**src/rtl/dffram_port_arbiter.sv**
```systemverilog
// rtl/dffram_port_arbiter.sv - shares the single-port DFFRAM between the CPU data port and a read-only housekeeping port
module dffram_port_arbiter #(
    parameter int ADDR_W   = 8,
    parameter int DATA_W   = 32,
    parameter int MAX_WAIT = 4
) (
    input  logic                core_clk,
    input  logic                core_rstn,
    input  logic                cpu_en,
    input  logic [DATA_W/8-1:0] cpu_we,
    input  logic [ADDR_W-1:0]   cpu_addr,
    input  logic [DATA_W-1:0]   cpu_di,
    output logic                cpu_gnt,
    output logic                cpu_ack,
    output logic [DATA_W-1:0]   cpu_do,
    input  logic                hk_req,
    input  logic [ADDR_W-1:0]   hk_addr,
    output logic                hk_gnt,
    output logic                hk_valid,
    output logic [DATA_W-1:0]   hk_data,
    output logic                ram_en,
    output logic [DATA_W/8-1:0] ram_we,
    output logic [ADDR_W-1:0]   ram_a,
    output logic [DATA_W-1:0]   ram_di,
    input  logic [DATA_W-1:0]   ram_do
);

    localparam logic [3:0] MAX_WAIT_C = 4'(MAX_WAIT);

    typedef enum logic [1:0] {
        OWN_NONE = 2'd0,
        OWN_CPU  = 2'd1,
        OWN_HK   = 2'd2
    } owner_t;

    owner_t             owner_q, owner_d;
    logic [3:0]         wait_cnt_q, wait_cnt_d;
    logic [DATA_W-1:0]  hk_data_q, hk_data_d;
    logic               hk_force;

    always_ff @(posedge core_clk or negedge core_rstn) begin
        if (!core_rstn) begin
            owner_q    <= OWN_NONE;
            wait_cnt_q <= '0;
            hk_data_q  <= '0;
        end else begin
            owner_q    <= owner_d;
            wait_cnt_q <= wait_cnt_d;
            hk_data_q  <= hk_data_d;
        end
    end

    always_comb begin
        hk_force = hk_req & (wait_cnt_q >= MAX_WAIT_C);
        hk_gnt   = hk_req & (~cpu_en | hk_force);
        cpu_gnt  = cpu_en & ~hk_gnt;

        ram_en = cpu_gnt | hk_gnt;
        ram_a  = hk_gnt ? hk_addr : cpu_addr;
        ram_we = cpu_gnt ? cpu_we : '0;
        ram_di = cpu_di;

        wait_cnt_d = '0;
        if (hk_req && !hk_gnt) begin
            wait_cnt_d = (wait_cnt_q == 4'hF) ? 4'hF : wait_cnt_q + 4'd1;
        end

        owner_d = OWN_NONE;
        if (cpu_gnt) begin
            owner_d = OWN_CPU;
        end else if (hk_gnt) begin
            owner_d = OWN_HK;
        end

        cpu_ack  = (owner_q == OWN_CPU);
        hk_valid = (owner_q == OWN_HK);
        cpu_do   = cpu_ack ? ram_do : '0;

        // ram_do only settles after the issue edge, so the valid cycle forwards it
        // and the register keeps it until the next housekeeping response.
        hk_data   = hk_valid ? ram_do : hk_data_q;
        hk_data_d = hk_data;
    end

endmodule

```
**config.mk**
```make
export PLATFORM = sky130hd
export DESIGN_NAME = dffram_port_arbiter
export DESIGN_NICKNAME = d
export VERILOG_FILES = /design/src/rtl/dffram_port_arbiter.sv
export SDC_FILE = /design/constraint.sdc
export NUM_CORES = 1
export LEC_CHECK = 0
export ABC_AREA = 1
export BUFFER_PORTS_ARGS = -buffer_cell sky130_fd_sc_hd__buf_2
export CORE_MARGIN = 2
export CORE_UTILIZATION = 37
export CTS_CLUSTER_SIZE = 40
export DETAILED_ROUTE_END_ITERATION = 7
export PLACE_DENSITY = 0.82
export SLEW_MARGIN = 20
export SYNTH_ARGS = -nofsm -noshare
export SYNTH_HDL_FRONTEND = slang
export SYNTH_SLANG_ARGS = --single-unit
```
**constraint.sdc**
```tcl
create_clock -name core_clk -period 1.17 [get_ports core_clk]
set_clock_uncertainty 0.1 [all_clocks]
set_input_delay 0.0585 -clock core_clk [delete_from_list [all_inputs] [get_ports core_clk]]
set_output_delay 0.0585 -clock core_clk [all_outputs]
set_load 0.05 [all_outputs]
```
== After elaboration in Yosys (flattened, before gate mapping) ==
Index checks and enable logic that the tools add are counted.
Widths: inputs -> output; s select.
Storage, ports and cells
  register bits after elaboration: 38
  input bits: 88
  output and inout bits: 113
  word-level logic and storage cells: 25
Cells by class
  add/subtract/negate cells: 1
  magnitude comparators: 1
  equal/unequal tests: 3
  muxes and demuxes: 8
  bitwise operators: 7
  reductions and logical operators: 2
Operator list (number)
  $mux 32: 2
  $mux 4: 3
  $mux 8: 1
  $add 4x1->4 const B: 1
  $eq 4x4->1 const B: 1
  $ge 4x3->1 const B: 1
  $mux 2: 2
  $and 1x1->1: 3
  $eq 2x1->1 const B: 1
  $eq 2x2->1 const B: 1
  $not 1->1: 2
  $or 1x1->1: 2
  $logic_and 1x1->1: 1
  $logic_not 1->1: 1

== Depth between registers and ports, before layout ==
  depth in word-level cells: 7
  depth in mapped cells: 6

== Worst setup path before layout ==
Ideal clock, no wire load.
  path type: register -> output
  from: reg owner_q[1]
  to: out cpu_do[11]
  arrival time: 2.090 ns
  data required time: 1.012 ns
  setup slack: -1.079 ns
  cell stages (with the launch flop): 5
  buffers on the path: 1
  path through: dfrtp_1 -> nor2_1 -> inv_2 -> buf_4 -> nor2_1
Between the ends
  longest elaborated chain between the ends: 2
Ends and longest elaborated chain
  from (decl): RTL line 36  | owner_t owner_q, owner_d;
  from (signal assigned): RTL line 47  | owner_q <= owner_d;
  $eq 2x1->1: RTL line 75  | cpu_ack = (owner_q == OWN_CPU);
  via cpu_ack: RTL line 14  | output logic cpu_ack,
  $mux 32: RTL line 77  | cpu_do = cpu_ack ? ram_do : '0;
  to (decl): RTL line 15  | output logic [DATA_W-1:0] cpu_do,
The timed path passes the listed nets, and every way through them passes these cells.

== Final worst setup path ==
  from: reg owner_q[0]
  to: out hk_data[20]
Between the ends
  longest elaborated chain between the ends: 2
Ends and longest elaborated chain
  $eq 2x2->1: RTL line 76  | hk_valid = (owner_q == OWN_HK);
  $mux 32: RTL line 81  | hk_data = hk_valid ? ram_do : hk_data_q;
  to (decl): RTL line 20  | output logic [DATA_W-1:0] hk_data,
Every way passes these cells.

==> flow_summary.toml <==
[synth]
syn-num-nets = 356
synth_edf_count = 0
avgSynthCellArea_sq_um = 7.82
synth_top_cell_by_area = "dfrtp_1"
synthCells = 267
synth.most_common_cell = "nand2_1"
ys_ff_latch = 38
synthDistinctLibCells = 18
ys_seq_area_frac = 0.456
yosysWarnings = 0
synthTopCellsByArea = "dfrtp_1 46%, buf_4 12%, nand2_1 11%"
syn_area_sq_mm = 0.00209
synth_flop_cell = "dfrtp_1"
synthArstFlopShare = 1.00
synth_top_area_share = 0.456
synth_common_cells = "59 x nand2_1, 42 x inv_1, 38 x dfrtp_1, 38 x nor2_1, 33 x buf_4"

[clock_network]
cts-buffers-inserted = 5
cts_root_buf = "clkbuf_8"
clkTransAtPathRegs_ns = 0.07
clock_sinks = 38
clock_latency_ns = 0.28
cts_buffer_depth = 2
cts.htree.levels = 2
cts_tree = "yes"

[floorplanning]
core_area_sq_mm = 0.00547
die_h_um = 79.1
rows = 27
initial_utilization = 0.381
num_io_pins = 201
fp.dieW_um = 79.1
die_area_sq_mm = 0.00626

[grt]
grt_pass1_wl_um = 13400
first_global_vias = 2625
antenna_found_initial = 0
grt_max_degree = 19
overflow = 0
grt_use_total = 0.282

[setup_path]
cp_max_fo = 11
rr_startpoint = "owner_q[0]$_DFF_PN0_"
worstRegToRegCells = 6
crit_start = "owner_q[0]$_DFF_PN0_"
rr_endpoint = "hk_data_q[26]$_DFF_PN0_"
worstPathArrival_ns = 1.48
endpoint_kind = "output pin"
cp_data_required_time_ns = 1.01
crit_type = "flip-flop to output pin"
startpoint_type = "flip-flop"
r2r_slack_ns = -0.16

[power_and_ir_drop]
power_density_mw_per_mm2 = 1240
ir_drop_v = 0.000593
p_leak_uw = 0.00227

[routing]
initialDrtViolationCount = 108
drt-total-wl_um = 10000
post_drt_wl_per_cell_um = 20.8
vias = 2431
remaining_drc_errors = 0
via_per_inst = 5.03
drtPass1Iterations = 4
ant_nets = 0

[timing]
hold_viol = 0
drv_slew = 0
rsz0062_at_grt = "yes"
finalSetupViolCount = 108
period_share = 1.40
fin_ws_ns = -0.467
timing.setup.tns_ns = -35.82
fmax_mhz = 611
period_needed_ns = 1.64

[run]
cap_violations = 0

[min_path]
min_path_type = "input pin to flip-flop"
min_to = "hk_data_q[10]$_DFF_PN0_"
holdCritStartpoint = "ram_do[10]"
hold_depth = 3

[place]
io_buffers = 136
place.gp.congestion = 0.780
dp_slack_ns = -0.258
dp_hpwl_um = 5250

[run_status]
status = "finished, violations left"
violations = "negative setup slack"

[cells_and_area]
fillers = 248
drive_gt1_frac = 0.786
num_antenna_cells = 0
area_growth_syn_to_layout_pct = 125
nNetsFinal = 499
stage by stage:
| stage | power, uW | hold slack [ns] | util | cell area [sq um] | std cells |
|---|---|---|---|---|---|
| after global routing | 6030 | 0.0172 | 0.859 | 4700 | 483 |
| after detailed placement | 4040 | -0.121 | 0.653 | 3570 | 463 |
| after global placement | 3990 | -0.117 | 0.653 | 3570 | 463 |
| after CTS | 5570 | 0.00298 | 0.824 | 4510 | 481 |
| final | 5840 | 0.0127 | 0.859 | 4700 | 483 |
| after floorplan | 3730 | -0.337 | - | 2890 | 267 |
critical path: stages (launching register included):
cell,delay [ns]
dfrtp_1,0.39
inv_2,0.13
nand2_8,0.11
buf_12,0.18
o21ai_4,0.20
buf_8,0.18
worst max-delay path by stage:
stage / end / slack [ns] / cells after the start
final: hk_data[20] / -0.47 / 5
after global placement: ram_a[1] / -0.20 / 6
after CTS: hk_data[27] / -0.47 / 7
after global routing: hk_data[16] / -0.53 / 5
after floorplan: ram_we[0] / -0.37 / 5
after detailed placement: ram_a[1] / -0.26 / 6
report_power, final:
group,internal [uW],switching [uW]
registers,1500,136
clock network,474,471
logic,1260,2000
total,3230,2600
sequential cells by signal (all words and copies together) (netlist names):
| signal | count |
|---|---|
| hk_data_q | 32 |
| wait_cnt_q | 4 |
| owner_q | 2 |
final cells by class:
cell class / count / area [sq um] / area share
Multi-Input combinational cell: 142 / 1590 / 0.338
Clock inverter: 2 / 12.5 / 0.00266
Inverter: 45 / 176 / 0.0375
Timing Repair Buffer: 178 / 1800 / 0.382
Sequential cell: 38 / 955 / 0.203
Tap cell: 72 / 90.1 / 0.0192
Clock buffer: 6 / 82.6 / 0.0176
layer usage:
layer	global-route usage	part of all wire	up-vias	routed length, um
li1	-	-	1049	-
met1	0.282	0.33	1174	3290
met2	0.563	0.56	177	5590
met3	0.0682	0.077	31	776
met4	0.0879	0.038	0	383
met5	0	0	-	0
timing repair:
action,CTS,global route
hold endpoints to repair,39,0
hold buffers,2,0
gates cloned,2,2
pin swaps,7,14
buffers inserted,7,3
gates resized for setup,222,41
setup endpoints to repair,103,116
logic make-up (layout without fill, tap and decap cells):
kind of cell / after synthesis / in the layout / share of synthesized area
fa+ha+maj: 1 / 1 / 0.00599
flops: 38 / 38 / 0.456
buf+inv: 87 / 231 / 0.245
other cells: 1 / 1 / 0.00180
simple gates: 101 / 101 / 0.185
compound gates: 39 / 39 / 0.107
cells in the final DEF, fill, tap and decap left out, types with 3 or more instances in the layout:
master	instances
buf_2	56
buf_16	3
dfrtp_1	35
buf_8	25
buf_12	7
inv_2	5
nand2_4	28
buf_6	60
nand2_1	5
clkbuf_8	6
inv_1	38
nor2_4	38
nand2_2	24
o21ai_4	32
dfrtp_2	3
buf_4	23
a21oi_1	3
No activity file was read; power rests on OpenSTA's default activity.
